--- config.mk ---
export PLATFORM = sky130hd
export DESIGN_NAME = dmem_arbiter
export DESIGN_NICKNAME = d
export VERILOG_FILES = /design/src/rtl/dmem_arbiter.sv
export SDC_FILE = /design/constraint.sdc
export NUM_CORES = 1
export LEC_CHECK = 0
export CAP_MARGIN = 20
export CORE_MARGIN = 8
export CORE_UTILIZATION = 30
export DETAILED_ROUTE_END_ITERATION = 8
export GPL_TIMING_DRIVEN = 0
export SYNTH_ARGS = -nofsm -noshare
export SYNTH_HDL_FRONTEND = slang
export SYNTH_SLANG_ARGS = --single-unit
--- constraint.sdc ---
create_clock -name clk_i -period 1.5 [get_ports clk_i]
set_input_delay 0.225 -clock clk_i [delete_from_list [all_inputs] [get_ports clk_i]]
set_output_delay 0.225 -clock clk_i [all_outputs]
set_load 0.005 [all_outputs]
--- src/rtl/dmem_arbiter.sv ---
// Round-robin arbiter sharing one single-port data memory between two word requesters.
// A three-state sequencer (IDLE -> SERVE -> ACK) issues one access per transaction and pulses a registered ack.
//
//   state  | meaning
//   -------+---------------------------------------------------------------
//   IDLE   | waiting for a request; the winner's fields are latched on exit
//   SERVE  | memory driven with the latched access; write commits at its end
//   ACK    | one-cycle ack pulse to the selected port; requests are ignored
module dmem_arbiter #(
    parameter int WIDTH = 32,
    parameter int DEPTH = 100
) (
    input  logic             clk_i,
    input  logic             rst_ni,

    input  logic             r0_req_i,
    input  logic             r0_we_i,
    input  logic [WIDTH-1:0] r0_addr_i,
    input  logic [WIDTH-1:0] r0_wdata_i,
    output logic             r0_ack_o,
    output logic             r0_err_o,
    output logic [WIDTH-1:0] r0_rdata_o,

    input  logic             r1_req_i,
    input  logic             r1_we_i,
    input  logic [WIDTH-1:0] r1_addr_i,
    input  logic [WIDTH-1:0] r1_wdata_i,
    output logic             r1_ack_o,
    output logic             r1_err_o,
    output logic [WIDTH-1:0] r1_rdata_o,

    output logic [WIDTH-1:0] mem_a_o,
    output logic [WIDTH-1:0] mem_wd_o,
    output logic             mem_we_o,
    input  logic [WIDTH-1:0] mem_rd_i,

    output logic             busy_o
);

    localparam logic [WIDTH-1:0] DEPTH_W = WIDTH'(DEPTH);

    typedef enum logic [1:0] {
        S_IDLE  = 2'd0,
        S_SERVE = 2'd1,
        S_ACK   = 2'd2
    } state_e;

    state_e state_q, state_d;

    logic             lat_we_q;
    logic [WIDTH-1:0] lat_addr_q;
    logic [WIDTH-1:0] lat_wdata_q;
    logic             sel_q;
    logic             last_grant_q;
    logic [1:0]       ack_q;
    logic [1:0]       err_q;
    logic [WIDTH-1:0] rdata0_q;
    logic [WIDTH-1:0] rdata1_q;

    logic             any_req;
    logic             win;
    logic             accept;
    logic             serve_done;
    logic             in_range;
    logic [WIDTH-1:0] rd_sel;

    // With both ports pending, the port that did not win last time goes next.
    always_comb begin
        any_req = r0_req_i | r1_req_i;
        if (r0_req_i && r1_req_i) begin
            win = ~last_grant_q;
        end else begin
            win = r1_req_i;
        end
    end

    // Unsigned full-width compare, so huge addresses can never alias into range.
    assign in_range = (lat_addr_q < DEPTH_W);
    assign rd_sel   = in_range ? mem_rd_i : '0;

    always_ff @(posedge clk_i or negedge rst_ni) begin
        if (!rst_ni) begin
            state_q <= S_IDLE;
        end else begin
            state_q <= state_d;
        end
    end

    always_comb begin
        state_d = state_q;
        case (state_q)
            S_IDLE:  if (any_req) state_d = S_SERVE;
            S_SERVE: state_d = S_ACK;
            S_ACK:   state_d = S_IDLE;
            default: state_d = S_IDLE;
        endcase
    end

    // Write enable is decoded from the state so an async reset kills it immediately.
    always_comb begin
        accept     = 1'b0;
        serve_done = 1'b0;
        mem_we_o   = 1'b0;
        busy_o     = 1'b1;
        case (state_q)
            S_IDLE: begin
                busy_o = 1'b0;
                accept = any_req;
            end
            S_SERVE: begin
                serve_done = 1'b1;
                mem_we_o   = lat_we_q & in_range;
            end
            S_ACK: begin
                busy_o = 1'b1;
            end
            default: begin
                busy_o = 1'b0;
            end
        endcase
    end

    always_ff @(posedge clk_i or negedge rst_ni) begin
        if (!rst_ni) begin
            lat_we_q     <= 1'b0;
            lat_addr_q   <= '0;
            lat_wdata_q  <= '0;
            sel_q        <= 1'b0;
            last_grant_q <= 1'b1;
        end else if (accept) begin
            lat_we_q     <= win ? r1_we_i    : r0_we_i;
            lat_addr_q   <= win ? r1_addr_i  : r0_addr_i;
            lat_wdata_q  <= win ? r1_wdata_i : r0_wdata_i;
            sel_q        <= win;
            last_grant_q <= win;
        end
    end

    // Only the selected port's status is touched; the other keeps its last result.
    always_ff @(posedge clk_i or negedge rst_ni) begin
        if (!rst_ni) begin
            ack_q    <= '0;
            err_q    <= '0;
            rdata0_q <= '0;
            rdata1_q <= '0;
        end else begin
            ack_q <= '0;
            if (serve_done) begin
                ack_q[sel_q] <= 1'b1;
                err_q[sel_q] <= ~in_range;
                if (sel_q) begin
                    rdata1_q <= rd_sel;
                end else begin
                    rdata0_q <= rd_sel;
                end
            end
        end
    end

    assign mem_a_o    = lat_addr_q;
    assign mem_wd_o   = lat_wdata_q;

    assign r0_ack_o   = ack_q[0];
    assign r0_err_o   = err_q[0];
    assign r0_rdata_o = rdata0_q;
    assign r1_ack_o   = ack_q[1];
    assign r1_err_o   = err_q[1];
    assign r1_rdata_o = rdata1_q;

endmodule

==> results of run 1 <==
[layer usage]
| metal | track usage, % | part of all wire [%] |
|---|---|---|
| met1 | 22.2 | 39 |
| met2 | 33.2 | 51 |
| met3 | 8.40 | 8.9 |
| met4 | 4.33 | 1.4 |
| met5 | 0 | 0 |
[where the power goes]
group	internal [mW]	total, mW	switching [mW]
Combinational	3.36	7.09	3.73
Clock	2.64	4.35	1.71
Sequential	4.72	5.47	0.752
Total	10.7	16.9	6.19
[how the worst min path moves through the flow]
stage / to / slack, ns / start / depth (start not counted)
6_report: last_grant_q / 0.21 / r1_req_i / 3
3_3_place_gp: r0_rdata_o[30] / 0.46 / r0_rdata_o[30] / 2
2_1_floorplan: ack_q[0] / -0.07 / rst_ni / 0
4_1_cts: r0_rdata_o[16] / 0.35 / rst_ni / 2
5_1_grt: last_grant_q / 0.23 / r1_req_i / 3
3_5_place_dp: r0_rdata_o[16] / 0.23 / rst_ni / 1
[cells by family (layout without fill, tap and decap cells)]
group,after synthesis,after routing,share of synthesized area [%]
AND/OR/NAND/NOR,210,210,14.2
flip-flops,137,137,54.7
buffers and inverters,59,439,4.39
adder cells (fa/ha/maj),2,2,0.399
AO/OA/AOI/OAI,138,138,15.7
multiplexers,66,66,10.6
[what timing repair did]
action,in CTS,in global routing
endpoints found under the setup margin,266,133
endpoints found under the hold margin,55,0
buffers inserted,28,12
hold buffers,1,0
resized for setup,223,209
pin swaps,9,58
gates cloned,0,8
[metrics by stage]
stage	hold slack, ns	instance area (um2)
after floorplan	-0.0706	6270
after global placement	0.460	9610
after detailed placement	0.228	9640
after CTS	0.351	10600
after global routing	0.230	11800
final	0.208	11800
[cell type report]
cell class                      count  share of cell area [%]
Buffer                             55                    4.47
Clock buffer                       19                    3.68
Clock inverter                     13                    1.46
Inverter                            4                   0.181
Multi-Input combinational cell    416                    29.1
Sequential cell                   137                    29.2
Tap cell                          275                    2.92
Timing Repair Buffer              348                    29.0
[layout by cell type, fill, tap and decap left out, drive strengths merged, types with 3 or more instances in the layout]
master	count
inv	4
nand2	133
dlygate4sd2	122
o31ai	64
nor4	5
mux2i	65
clkdlybuf4s15	7
clkdlybuf4s50	163
dfrtp	136
clkbuf	48
buf	78
o21ai	66
bufinv	3
nand3	66
dlymetal6s2s	3
clkinv	8
[sequential cells by signal, indices dropped and copies added, names as in the netlist]
signal	flops
mem_a_o	32
mem_wd_o	32
r0_rdata_o	32
r1_rdata_o	32
ack_q	2
err_q	2
state_q	2
last_grant_q	1
lat_we_q	1
sel_q	1
[worst max-delay path, delay by kind of cell, from the launching register on]
family                 cells  cell delay, ns
DFF                        1            0.39
buffers and inverters      2            0.35
and+or+nand+nor            3            0.72
==> results.md, run 1 <==
- First-pass GRT wire length: just under 40000 um
- Leakage: 5.26 nW
- Max-cap viol count: 0
- Sum Neg Setup Slack: -20.73 ns
- RSZ-0062 raised after global routing: yes
- DR vias: slightly above 6000
- Area growth, synth to finish: 87.9%
- Worst path max stage delay: roughly 0.39 ns
- Synth Flop Type: dfrtp_1
- Crit. End Element: output pin
- Slew Limit Fails: 0
- Filler cell count: approximately 1800
- Worst Reg2Reg Path Length in Cells: 7
- Initial Util: about 30%
- Register area share after synthesis: between 50% and 60%
- Clock sink total: ~140
- Arr. time, crit path: 1.87 ns
- CTS tree: built
- Total CTS buffers: 17
- Core ar.: ~21000 um2
- Worst hold-check path type: primary input to register
- First-pass detailed-route iteration total: 4
- Post-synth EDFFs: 0
- IO Pins: 300
- Share of post-route cells with drive strength above 1: between 20% and 30%
- Die Ht: 161 um
- Max stage delay cell, worst path: dfrtp_1
- Gr ovfl total: 0
- Critical Path Sink: mem_we_o
- CTS Buffer Depth: 2
- Post-Syn Instances: a little over 600
- Endpoints failing setup: 68
- Post-layout net count: about 1100
- Post-synth cell types: 28
- Post-Syn Area per Cell: roughly 10 um2
- Clock Skews: 0.0105 ns
- Worst rel slew slack: between 60% and 70%
- Peak supply drop: around 0.79 mV
- Fmax: between 400 and 500 MHz
- Final hold viol count: 0
- Final WS setup: -0.597 ns
- Top area cells in the synthesized netlist: dfrtp_1 (54%), mux2i_1 (10%), nand2_1 (8.0%), nand3_1 (5.3%), o21ai_0 (5.3%)
- Worst setup SP type: register
- Syn Nets: approximately 800
- Final ANT Viol Nets: 0
- Diodes inserted: 0
- Critical path, cell by cell: nor4_2 > nand4_1 > clkbuf_8 > nor3_2 > buf_2
- Yosys Warn Count: 0
- Seq cells post-synth: roughly 140
- Vias in the first global route: between 6000 and 7000
- Clock-pin slew on the worst setup and hold paths: 0.06 ns
- Placed cells: ~1200
- Row Count: 53
- Worst skew pair latency: between 0.4 and 0.5 ns
- Multi-input gate area: about 3400 um2
- RR Endpoint: r0_rdata_o[8]
- Vias/cell: 4.86
- Data required time at the worst endpoint: 1.27 ns
- Crit path from: mem_a_o[18]
- RR Startpoint: mem_a_o[18]
- Worst Tran Pin Value: between 0.5 and 0.6 ns
- Port Buffers: 299
- Cell Count, Final, Fillers Out: about 1300
- Failing checks: setup timing
- Synth cell count leaders: dfrtp_1 (136), nand2_1 (133), nand3_1 (66), o21ai_0 (66), mux2i_1 (65)
- Cell Area, Synth: between 6000 and 7000 um2
- Final min period: 2.10 ns
- Setup Crit Path Kind: register to output pin
- Worst slack at placement: -1.02 ns
- Post-synth top area cell: dfrtp_1
- Initial drt markers: roughly 170
- Sum of net half-perimeters after detailed placement: 19400 um
- Largest fanout on the critical path: 2
- Yosys top cell area share: between 50 and 60%
- Largest net degree at the start of global routing: slightly above 80
- GRT Total Usage: between 10% and 20%
- Total power: 16.9 mW
- Post-synth ARST share: 100%
- H-tree Lvls: 4
- Final Util: ~57%
- FF-to-FF setup slack: -0.40 ns
- Final period utilization: 140%
- FF+latch area: about 3400 um2
- Clock Root Buffer: clkbuf_16
- Initial antenna violation count: 0
- Status: finished with violations
- GP Congestion: approximately 0.81
- Routed Wire Length: about 26000 um
- Most common cell in the synthesized netlist: dfrtp_1
- Die W: about 160 um
- Full die area: 25800 um2
- Avg WL per Cell: roughly 21 um
- Pwr/cell area: roughly 1400 nW/um2
- Drt drc: 0
Note: power is estimated with default switching activity, not from simulation.
==> inputs of run 2 (changes only) <==
--- a/config.mk
+++ b/config.mk
@@ -10,6 +10,7 @@
 export CORE_UTILIZATION = 30
 export DETAILED_ROUTE_END_ITERATION = 8
 export GPL_TIMING_DRIVEN = 0
+export PLACE_DENSITY = 0.69
 export SYNTH_ARGS = -nofsm -noshare
 export SYNTH_HDL_FRONTEND = slang
 export SYNTH_SLANG_ARGS = --single-unit
==> results.md, run 2 (synthesized netlist as in run 1, its figures left out) <==
- Setup Crit Path Kind: register to output pin
- Die W: 161 um
- Row Count: 53
- IO Pins: 300
- H-tree Lvls: 4
- Hold Slack: 0.208 ns
- Fmax: roughly 450 MHz
- Final period utilization: 147%
- First-pass detailed-route iteration total: 4
- CTS tree: built
- Final ANT Viol Nets: 0
- Share of post-route cells with drive strength above 1: between 20% and 30%
- Leakage: between 5 and 6 nW
- Vias/cell: 4.92
- Most frequent cells in the layout: clkdlybuf4s50_1 (162), dfrtp_1 (134), nand2_1 (132)
- Post-layout net count: 1152
- Pwr/cell area: between 1000 and 1500 nW/um2
- Status: finished with violations
- Crit. End Element: output pin
- RSZ-0062 raised after global routing: yes
- Worst Hold Launch: r1_req_i
- Arr. time, crit path: a little under 2 ns
- Gr ovfl total: 0
- Avg WL per Cell: ~21 um
- GP Congestion: around 0.79
- Multi-input gate area: 3380 um2
- Worst rel slew slack: 62.3%
- FF-to-FF setup slack: -0.48 ns
- Worst hold-check path type: primary input to register
- RR Startpoint: mem_a_o[9]
- Routed Wire Length: about 27000 um
- Largest net degree at the start of global routing: between 80 and 90
- Worst path max stage delay: roughly 0.42 ns
- Final WS setup: -0.706 ns
- FF+latch area: about 3400 um2
- Final hold viol count: 0
- Initial drt markers: 200
- Die Ht: approximately 160 um
- Max stage delay cell, worst path: dfrtp_1
- Endpoints failing setup: between 60 and 70
- Failing checks: setup timing
- Drt drc: 0
- Worst hold path stage count: 3
- Critical path, cell by cell: nor4_4 > nand3_2 > buf_6 > buf_8 > nor3_2 > buf_2
- First-pass GRT wire length: between 40000 and 50000 um
- Data required time at the worst endpoint: approximately 1.3 ns
- Clock sink total: ~140
- Area growth, synth to finish: 87.8%
- DR vias: 6265
- Largest fanout on the critical path: 2
- Initial Util: between 30% and 40%
- Total CTS buffers: 17
- Peak supply drop: roughly 0.73 mV
- Clock Skews: around 0.011 ns
- Slew Limit Fails: 0
- RR Endpoint: r0_rdata_o[22]
- CTS Buffer Depth: 2
- Max-cap viol count: 0
- Worst skew pair latency: between 0.4 and 0.5 ns
- Total power: around 17 mW
- Core ar.: 20800 um2
- Most common cell after layout, fill and taps aside: clkdlybuf4s50_1
- Hold EP: last_grant_q
- Worst Reg2Reg Path Length in Cells: 8
- Clock Root Buffer: clkbuf_16
- Sum of net half-perimeters after detailed placement: roughly 19000 um
- Final min period: between 2 and 2.5 ns
- Worst Tran Pin Value: 0.565 ns
- Clock-pin slew on the worst setup and hold paths: 0.06 ns
- Filler cell count: 1760
- GRT Total Usage: between 20% and 30%
- Worst setup SP type: register
- CP delay by family, top: simple AND/OR/NAND/NOR gates
- Port Buffers: roughly 300
- Initial antenna violation count: 1
- Full die area: around 26000 um2
- WP buf/inv: 3
- Vias in the first global route: 7122
[run 2: cell count changes in the layout (fill, tap and decap cells not counted), sizes merged]
cell           delta
dlygate4sd2       -7
diode             +1
bufinv            -1
inv               +3
clkbuf            +3
clkdlybuf4s50     -1
buf               +2
clkdlybuf4s15     +4
dlymetal6s2s      +2
[run 2: repair_timing]
item	CTS	global route
gates cloned	8	1
hold buffers	1	0
hold endpoints to repair	52	0
gates resized for setup	325	90
buffers inserted	40	14
pin swaps	54	22
setup endpoints to repair	265	140
[run 2: tightest hold or removal path, stage by stage]
cell            delay [ns]
dlymetal6s2s_1        0.19
a21oi_1               0.14
a31oi_1               0.05
[run 2: layer usage]
layer / up-vias / track usage, % / share of wire (%)
li1: 2934 / - / -
met1: 3055 / 22.0 / 37
met2: 246 / 36.3 / 52
met3: 30 / 9.29 / 9.7
met4: 0 / 6.07 / 1.6
met5: - / 0 / 0
[run 2: area by class of cell]
type	count	area share, %
tap	275	2.92
buffer	54	4.50
timing repair buffer	354	29.5
antenna	1	0.0213
sequential	137	29.2
clock buffer	17	3.62
inverter	4	0.149
multi-input combinational	416	28.7
clock inverter	15	1.41
[run 2: report_power, final]
part / switching (mW) / internal (mW) / leakage [nW]
Clock: 1.79 / 2.49 / 0.287
Sequential: 0.751 / 4.72 / 1.78
Combinational: 3.75 / 3.25 / 3.22
[run 2: worst max-delay path by stage]
stage,startpoint,endpoint,slack [ns],depth (start not counted)
2_1_floorplan,state_q[1],r0_rdata_o[10],-0.04,8
3_3_place_gp,rst_ni,mem_wd_o[19],-5.50,1
3_5_place_dp,mem_a_o[9],mem_we_o,-1.23,6
4_1_cts,mem_a_o[26],mem_we_o,-0.72,6
5_1_grt,mem_a_o[9],mem_we_o,-0.82,6
6_report,mem_a_o[9],mem_we_o,-0.71,6
[run 2: through the flow]
stage | std cells | setup slack [ns] | instance area (um2) | util [%] | TNS (ns)
detailed placement | 1187 | -1.23 | 9640 | 46.4 | -83.21
finish | 1273 | -0.706 | 11800 | 56.7 | -26.31
global placement | 1186 | -5.50 | 9610 | 46.3 | -834.07
floorplan | 612 | -0.0396 | 6270 | - | -0.825
CTS | 1265 | -0.720 | 11400 | 54.9 | -25.23
global route | 1273 | -0.823 | 11800 | 56.7 | -31.28
